`src/rtl/operand_fetch_stage.sv`:
```
// rtl/operand_fetch_stage.sv - operand fetch with writeback bypass, scoreboard and hazard stall
module operand_fetch_stage #(
  parameter int DATA_W = 24,
  parameter int OP_W   = 6,
  parameter int CNT_W  = 16
) (
  input  logic              clk,
  input  logic              rst,
  input  logic              in_valid,
  output logic              in_ready,
  input  logic [OP_W-1:0]   in_op,
  input  logic [2:0]        in_rs1,
  input  logic [2:0]        in_rs2,
  input  logic              in_use1,
  input  logic              in_use2,
  input  logic [2:0]        in_rd,
  input  logic              in_rd_we,
  output logic [2:0]        rf_a1,
  output logic [2:0]        rf_a2,
  input  logic [DATA_W-1:0] rf_rd1,
  input  logic [DATA_W-1:0] rf_rd2,
  input  logic              wb_we,
  input  logic [2:0]        wb_addr,
  input  logic [DATA_W-1:0] wb_data,
  input  logic              flush,
  output logic              out_valid,
  input  logic              out_ready,
  output logic [OP_W-1:0]   out_op,
  output logic [DATA_W-1:0] out_opa,
  output logic [DATA_W-1:0] out_opb,
  output logic [2:0]        out_rd,
  output logic              out_rd_we,
  output logic [CNT_W-1:0]  stall_cnt
);

  typedef enum logic {EMPTY, HOLD} state_t;

  state_t              state_q, state_d;
  logic [7:0]          pend_q, pend_d;
  logic [CNT_W-1:0]    cnt_q, cnt_d;
  logic [OP_W-1:0]     op_q;
  logic [DATA_W-1:0]   opa_q, opb_q, opa_d, opb_d;
  logic [2:0]          rd_q;
  logic                rd_we_q;
  logic                wb_live, hit1, hit2, hitd;
  logic                raw, waw, hazard, issue, load;

  assign rf_a1 = in_rs1;
  assign rf_a2 = in_rs2;

  // Writeback to x0 is ignored everywhere, so fold that into a single qualifier.
  assign wb_live = wb_we && (wb_addr != 3'd0);
  assign hit1    = wb_live && (wb_addr == in_rs1);
  assign hit2    = wb_live && (wb_addr == in_rs2);
  assign hitd    = wb_live && (wb_addr == in_rd);

  assign opa_d = (in_rs1 == 3'd0) ? '0 : (hit1 ? wb_data : rf_rd1);
  assign opb_d = (in_rs2 == 3'd0) ? '0 : (hit2 ? wb_data : rf_rd2);

  assign raw = (in_use1 && (in_rs1 != 3'd0) && pend_q[in_rs1] && !hit1) ||
               (in_use2 && (in_rs2 != 3'd0) && pend_q[in_rs2] && !hit2);
  assign waw = in_rd_we && (in_rd != 3'd0) && pend_q[in_rd] && !hitd;
  assign hazard = raw || waw;

  assign out_valid = (state_q == HOLD);
  assign in_ready  = !hazard && (!out_valid || out_ready) && !flush;
  assign issue     = in_valid && in_ready;

  always_comb begin
    state_d = state_q;
    load    = 1'b0;
    if (flush) begin
      state_d = EMPTY;
    end else begin
      case (state_q)
        EMPTY: if (issue) begin
          state_d = HOLD;
          load    = 1'b1;
        end
        HOLD: if (out_ready) begin
          if (issue) load = 1'b1;
          else       state_d = EMPTY;
        end
        default: state_d = EMPTY;
      endcase
    end
  end

  // Order matters: clear, then set (set wins), then flush release (flush wins).
  always_comb begin
    pend_d = pend_q;
    if (wb_live) pend_d[wb_addr] = 1'b0;
    if (issue && in_rd_we && (in_rd != 3'd0)) pend_d[in_rd] = 1'b1;
    if (flush && out_valid && rd_we_q && (rd_q != 3'd0)) pend_d[rd_q] = 1'b0;
    pend_d[0] = 1'b0;
  end

  always_comb begin
    cnt_d = cnt_q;
    if (in_valid && hazard && (cnt_q != {CNT_W{1'b1}})) cnt_d = cnt_q + 1'b1;
  end

  always_ff @(posedge clk or negedge rst) begin
    if (!rst) begin
      state_q <= EMPTY;
      pend_q  <= '0;
      cnt_q   <= '0;
      op_q    <= '0;
      opa_q   <= '0;
      opb_q   <= '0;
      rd_q    <= '0;
      rd_we_q <= 1'b0;
    end else begin
      state_q <= state_d;
      pend_q  <= pend_d;
      cnt_q   <= cnt_d;
      if (load) begin
        op_q    <= in_op;
        opa_q   <= opa_d;
        opb_q   <= opb_d;
        rd_q    <= in_rd;
        rd_we_q <= in_rd_we;
      end
    end
  end

  assign out_op    = op_q;
  assign out_opa   = opa_q;
  assign out_opb   = opb_q;
  assign out_rd    = rd_q;
  assign out_rd_we = rd_we_q;
  assign stall_cnt = cnt_q;

endmodule

```
`config.mk`:
```
export PLATFORM = sky130hd
export DESIGN_NAME = operand_fetch_stage
export DESIGN_NICKNAME = d
export VERILOG_FILES = /design/src/rtl/operand_fetch_stage.sv
export SDC_FILE = /design/constraint.sdc
export NUM_CORES = 1
export LEC_CHECK = 0
export CORE_MARGIN = 2
export CORE_UTILIZATION = 44
export CTS_CLUSTER_DIAMETER = 100
export CTS_CLUSTER_SIZE = 24
export DETAILED_ROUTE_END_ITERATION = 12
export PLACE_DENSITY = 0.81
export SYNTH_ARGS = -nofsm -noshare
export SYNTH_HDL_FRONTEND = slang
export SYNTH_SLANG_ARGS = --single-unit
```
`constraint.sdc`:
```
create_clock -name clk -period 3.4 [get_ports clk]
set_input_delay 0.68 -clock clk [delete_from_list [all_inputs] [get_ports clk]]
set_output_delay 0.68 -clock clk [all_outputs]
set_load 0.005 [all_outputs]
```
Word-level counts from Yosys, hierarchy flattened
Cells that the tools add are included.
- bits in registers: 82
- output and inout bits: 82
- word-level logic and storage cells: 95
- add/subtract/negate cells: 1
- order comparisons: 8
- eq/ne operators: 4
- multiplexer cells: 26
- bitwise operators: 6
- reduce and logical (&&, ||, !) cells: 42
- operators with widths (operator ; count):
    24-bit two-way mux ; 4
    1-bit logical AND ; 26
    8-bit two-way mux ; 3
    3-bit by 4-bit less-than comparator with 1-bit output (second input constant) ; 5
    16-bit by 1-bit adder with 16-bit output (second input constant) ; 1
    8-bit bitwise AND ; 2
    16-bit != test (second input constant) ; 1
    8-bit inverter ; 2
    3-bit nonzero test ; 5
    1-bit two-way mux ; 11
    1-bit binary-select mux with 3-bit select ; 3
    1-bit demux with 3-bit select ; 3
    3-bit equality test ; 3
    3-bit by 1-bit >= comparator with 1-bit output (second input constant) ; 3
    8-bit OR ; 1
    1-bit zero test ; 6
    3-bit zero test ; 2
    1-bit case mux with 2 select lines ; 2
    1-bit logical OR ; 3
    1-bit inverter ; 1

Logic depth before layout (Yosys ltp)
- word-level depth: 16
- gate-level depth with buffers: 9
- mapped depth without buffers: 6

Worst setup path before layout
No wires, ideal clock.
- path type: input port to output port
- from: input wb_addr[2]
- to: output in_ready
- arrival time: 2.440 ns
- required time: 2.720 ns
- setup slack: 0.280 ns
- stages on the path: 7
- cell sequence: buf_2 or3b_1 a211o_1 a21oi_4 o311a_2 clkbuf_1 and2_1
- longest elaborated chain between the ends: 10
- elaborated cells on any way between the ends: 19
- classes of those cells: eq/ne: 3; reduce/logical: 16
- ends and longest elaborated chain (what ; RTL line ; text):
    start: declaration ; 23 ; input logic [2:0] wb_addr,
    3-bit nonzero test ; 52 ; assign wb_live = wb_we && (wb_addr != 3'd0);
    1-bit logical AND ; 52 ;
    1-bit logical AND, on equally long branches ; 53, 54 ;
    1-bit zero test, on equally long branches ; 60, 61 ;
    1-bit logical AND, on equally long branches ; 60, 61 ;
    1-bit logical OR ; 60 ; assign raw = (in_use1 && (in_rs1 != 3'd0) && pend_q[in_rs1] && !hit1) ||
    1-bit logical OR (*) ; 63 ; assign hazard = raw || waw;
    1-bit zero test (*) ; 66 ; assign in_ready = !hazard && (!out_valid || out_ready) && !flush;
    1-bit logical AND (*) (2 in a row) ; 66 ;
    end: declaration ; 10 ; output logic in_ready,
Every way passes the cells marked *; elsewhere a longest branch is shown, timed or not.

Final worst setup path
- from: input in_rs2[2]
- to: output in_ready
- longest elaborated chain between the ends: 9
- elaborated cells on any way between the ends: 14
- classes of those cells: eq/ne: 1; mux: 2; reduce/logical: 11
- ends and longest elaborated chain (what ; RTL line ; text):
    start: declaration ; 13 ; input logic [2:0] in_rs2,
    1-bit binary-select mux with 3-bit select, or another cell as far along ; 61 ; (in_use2 && (in_rs2 != 3'd0) && pend_q[in_rs2] && !hit2);
    1-bit two-way mux (not written as such), or another cell as far along ; 61 ;
    1-bit logical AND or 1-bit zero test (tied branches) ; 61 ;
    1-bit logical AND (*) ; 61 ;
    1-bit logical OR (*) ; 60 ;
    1-bit logical OR (*) ; 63 ;
    1-bit zero test (*) ; 66 ;
    1-bit logical AND (*) (2 in a row) ; 66 ;
Every way passes the cells marked *; elsewhere a longest branch is shown, timed or not. The select of a mux whose other input is x is not followed.

==> flow_summary.ini <==
[yosys]
syn_area_per_cell_um2 = 11.07
mappedNetlistNets = 514
synthesis.instances = 414
synthesis.yosys.warnings = 0
synth_cell_type_count = 44
syn_area_mm2 = 0.004584
synth-async-reset-ratio_pct = 100.0
number_of_enable_type_register_cells_in_the_synthesized_netlist = 0
postSynthRegisterBits = 82
synthFlopType = dfrtp_1
synth-seq-area-share_pct = 44.76

[layout]
area_delta_synth_final_pct = 49.18
filler_cell_count = 791
area_of_the_multi_input_gates_mm2 = 0.002379
antenna-diode-count = 0
ff_latch_area_mm2 = 0.002052
final_layout_size_suffix_gt1_share_pct = 18.68
design.final.nets = 701

[floorplanning]
initial_core_util_pct = 44.81
die-height_um = 106.1
dieArea_mm2 = 0.01125
top_level_ports = 181
die_wd_um = 106.1
core_area_mm2 = 0.01023
rows = 37

[worst_setup_path]
path_max_fanout = 8
crit_buf_inv = 3
cp-end-kind = primary output
regToRegSetupSlack_ns = 0.95
endpoint_of_the_most_critical_register_to_register_path = out_opb[0]$_DFFE_PN0P_
crit_path_category = in -> out
critPathLaunchType = input pin
worst_path_largest_cell_delay_ns = 0.48
crit_arrival_ns = 2.64
critical_path.reg2reg.startpoint = pend_q[5]$_DFF_PN0_
critical_path.top_delay_family = buffers and inverters
number_of_cell_instances_on_the_worst_register_to_register_path = 8
required_time_at_the_endpoint_of_the_critical_path_ns = 2.72
critical-path-slowest-cell = or4_1
worstPathCellList = clkdlybuf4s50_1, buf_6, xor2_1, nor4_4, or4_1, o311a_2, and2_1, dlygate4sd2_1

[global_route]
first_global_vias = 3967
grt_overflow_total = 0
grt_pass1_wl_um = 20180
grt_start_max_net_pins = 83
grt_antenna_before_repair = 0
groute.usage.overall_pct = 22.52

[sta]
fmax_mhz = 301.3
min_period_ns = 3.319
fin_ws_ns = 0.08068
final_max_slew_viol_count = 0
finalSetupViolations = 0
max_slew_margin_pct = 31.43
worst_pin_slew_ns = 1.029
final.setup_skew_ns = 0.01469
tns_ns = 0
grt_setup_unrepaired = false
finalHoldViolCount = 0
finalHoldWorstSlack_ns = 0.4934
period_share_pct = 97.63

[job]
max-cap-violations = 0

[drt]
detailedRoute.firstIterationViolations = 158
routed_wire_length_per_instance_um = 17.09
vias_per_cell = 5.300
drt_drc_violations_left = 0
detailedRoute.firstPassIterationCount = 5
postRouteAntennaNets = 0
met2RoutedLength_um = 6499
route.top_layer_used = met4
met3WireLength_um = 638
num_vias = 3927
met1Wirelength_um = 5150
final_wirelength_um = 12660

[clock_tree]
clk_pin_slew_worst_paths_ns = 0.09
cts_setup_buffers = 0
tritoncts = built
clock_tree.root_cell = clkbuf_8
clock_insertion_delay_at_the_later_pin_of_the_skew_report_ns = 0.34
max-clock-path-buffers = 2
tritoncts.num_buffers = 9
tritoncts_num_sinks = 82
ctsHoldBuffers = 0
ctsHtreeMaxLevel = 3

[placement]
placement.io_buffers = 180
detailed_place_hpwl_um = 9375
gpl.final_weighted_congestion = 0.8949
pre_cts_ws_ns = -0.2070

[run_status]
outcome = completed

[power_and_ir_drop]
p_leak_nw = 2.888
power_per_cell_area_mw_per_mm2 = 471.0
worst_ir_drop_vdd_mv = 0.3229

[hold_path]
min_path_type = in -> async
-- synthesized netlist by cell type, types with 2 or more instances --
cell type / n / area (um2)
dfrtp_1: 82 / 2052
xor2_1: 20 / 175.2
and2_1: 2 / 12.51
nor3_1: 8 / 40.04
xnor2_1: 3 / 26.28
nand3b_1: 4 / 30.03
nand2b_1: 5 / 31.28
and4_1: 3 / 26.28
a221oi_1: 2 / 17.52
nor2_1: 56 / 210.2
nor3b_1: 3 / 22.52
buf_6: 2 / 22.52
mux2_2: 54 / 608.1
nand3_1: 9 / 45.04
mux2_4: 9 / 135.1
a32oi_1: 7 / 61.31
mux2i_1: 49 / 490.5
or4_1: 2 / 15.01
and4b_1: 2 / 20.02
nand4_1: 9 / 56.30
and3_1: 3 / 18.77
a21oi_1: 3 / 15.01
nand2_1: 16 / 60.06
a21o_1: 2 / 15.01
nor4_1: 2 / 12.51
inv_1: 4 / 15.01
o21ai_0: 8 / 40.04
nor2b_1: 3 / 18.77
buf_2: 12 / 60.06
clkbuf_1: 11 / 41.29
buf_4: 6 / 45.04
-- sequential cells by signal, indices dropped and copies added, names as in the netlist --
| signal | flops |
|---|---|
| out_op | 6 |
| out_opa | 24 |
| out_opb | 24 |
| out_rd | 3 |
| out_rd_we | 1 |
| out_valid | 1 |
| pend_q | 7 |
| stall_cnt | 16 |
-- worst reg2reg max path, delay by kind of cell (launching register included) --
family / cells / cell delay [ns]
AND/OR/NAND/NOR: 2 / 0.70
multiplexers: 2 / 0.55
buffers and inverters: 2 / 0.46
flip-flops: 1 / 0.41
AO/OA/AOI/OAI: 2 / 0.21
-- power by group --
group	internal (mW)	total [mW]	leakage, nW	switching [mW]
sequential	1.20	1.36	1.02	0.157
clock	0.409	0.748	0.0984	0.339
combinational	0.737	1.12	1.77	0.380
total	2.35	3.22	2.89	0.876
-- worst max-delay path by stage --
stage / from / to / slack (ns) / cells past startpoint
finish: in_rs2[2] / in_ready / 0.08 / 8
global route: in_rs2[2] / in_ready / 0.04 / 8
CTS: wb_addr[1] / in_ready / 0.06 / 7
detailed placement: wb_addr[2] / in_ready / -0.21 / 7
global placement: wb_addr[0] / in_ready / -0.17 / 7
floorplan: wb_addr[2] / in_ready / 0.28 / 7
-- metal layers --
layer | vias up | track usage (%)
met1 | 1925 | 27.00
li1 | 1842 | -
met3 | 25 | 4.108
met5 | - | 0
met4 | 0 | 8.835
met2 | 135 | 40.00
-- cell type report --
| class | instances | area share (%) |
|---|---|---|
| inverters | 4 | 0.2195 |
| flip-flops and latches | 82 | 30.00 |
| clock inverters | 5 | 1.171 |
| repair buffers | 207 | 29.47 |
| multi-input cells | 297 | 34.78 |
| well taps | 136 | 2.488 |
| clock buffers | 10 | 1.866 |
-- kinds of logic (layout without fill, tap and decap cells) --
| group | count (synthesis) | in the layout | share of synthesized area, % |
|---|---|---|---|
| compound gates | 28 | 28 | 4.667 |
| xor+xnor | 23 | 23 | 4.394 |
| fa+ha+maj | 1 | 1 | 0.2729 |
| buf+inv | 35 | 226 | 4.012 |
| flops | 82 | 82 | 44.76 |
| mux | 113 | 113 | 27.40 |
| simple gates | 132 | 132 | 14.49 |
-- per-stage QoR --
stage          util, %  std cells  instance area (um2)  power, mW
2_1_floorplan        -        414                 4584      1.772
3_3_place_gp     64.72        726                 6621      2.462
3_5_place_dp     64.72        726                 6621      2.496
4_1_cts          66.82        741                 6837      3.257
5_1_grt          66.85        741                 6839      3.402
6_report         66.85        741                 6839      3.221
-- cell usage in the layout (no fill, tap or decap), types with 2 or more instances in the layout --
master           synthesis  routed
clkdlybuf4s50_1          0     174
dfrtp_1                 82      82
nor2_1                  56      56
mux2_2                  54      54
mux2i_1                 49      49
buf_4                    6      26
xor2_1                  20      20
nand2_1                 16      15
nand4_1                  9       9
nand3_1                  9       9
mux2_4                   9       9
clkbuf_8                 0       9
o21ai_0                  8       8
a32oi_1                  7       7
nor3_1                   8       6
nand2b_1                 5       5
inv_1                    4       4
nand3b_1                 4       4
dlygate4sd2_1            0       4
xnor2_1                  3       3
a21oi_1                  3       3
nor2b_1                  3       3
nor3b_1                  3       3
and3_1                   3       3
and4_1                   3       3
nor3_2                   0       2
a21o_1                   2       2
a221oi_1                 2       2
nor4_1                   2       2
or4_1                    2       2
and2_1                   2       2
and4b_1                  2       2
bufinv_16                0       2
clkinvlp_4               0       2
-- what timing repair did --
item / 4_1_cts / 5_1_grt
pin swaps: 2 / 0
resized for setup: 6 / 1
gates cloned: 0 / 0
endpoints found under the setup margin: 1 / 1
No activity file was read; power rests on OpenSTA's default activity.
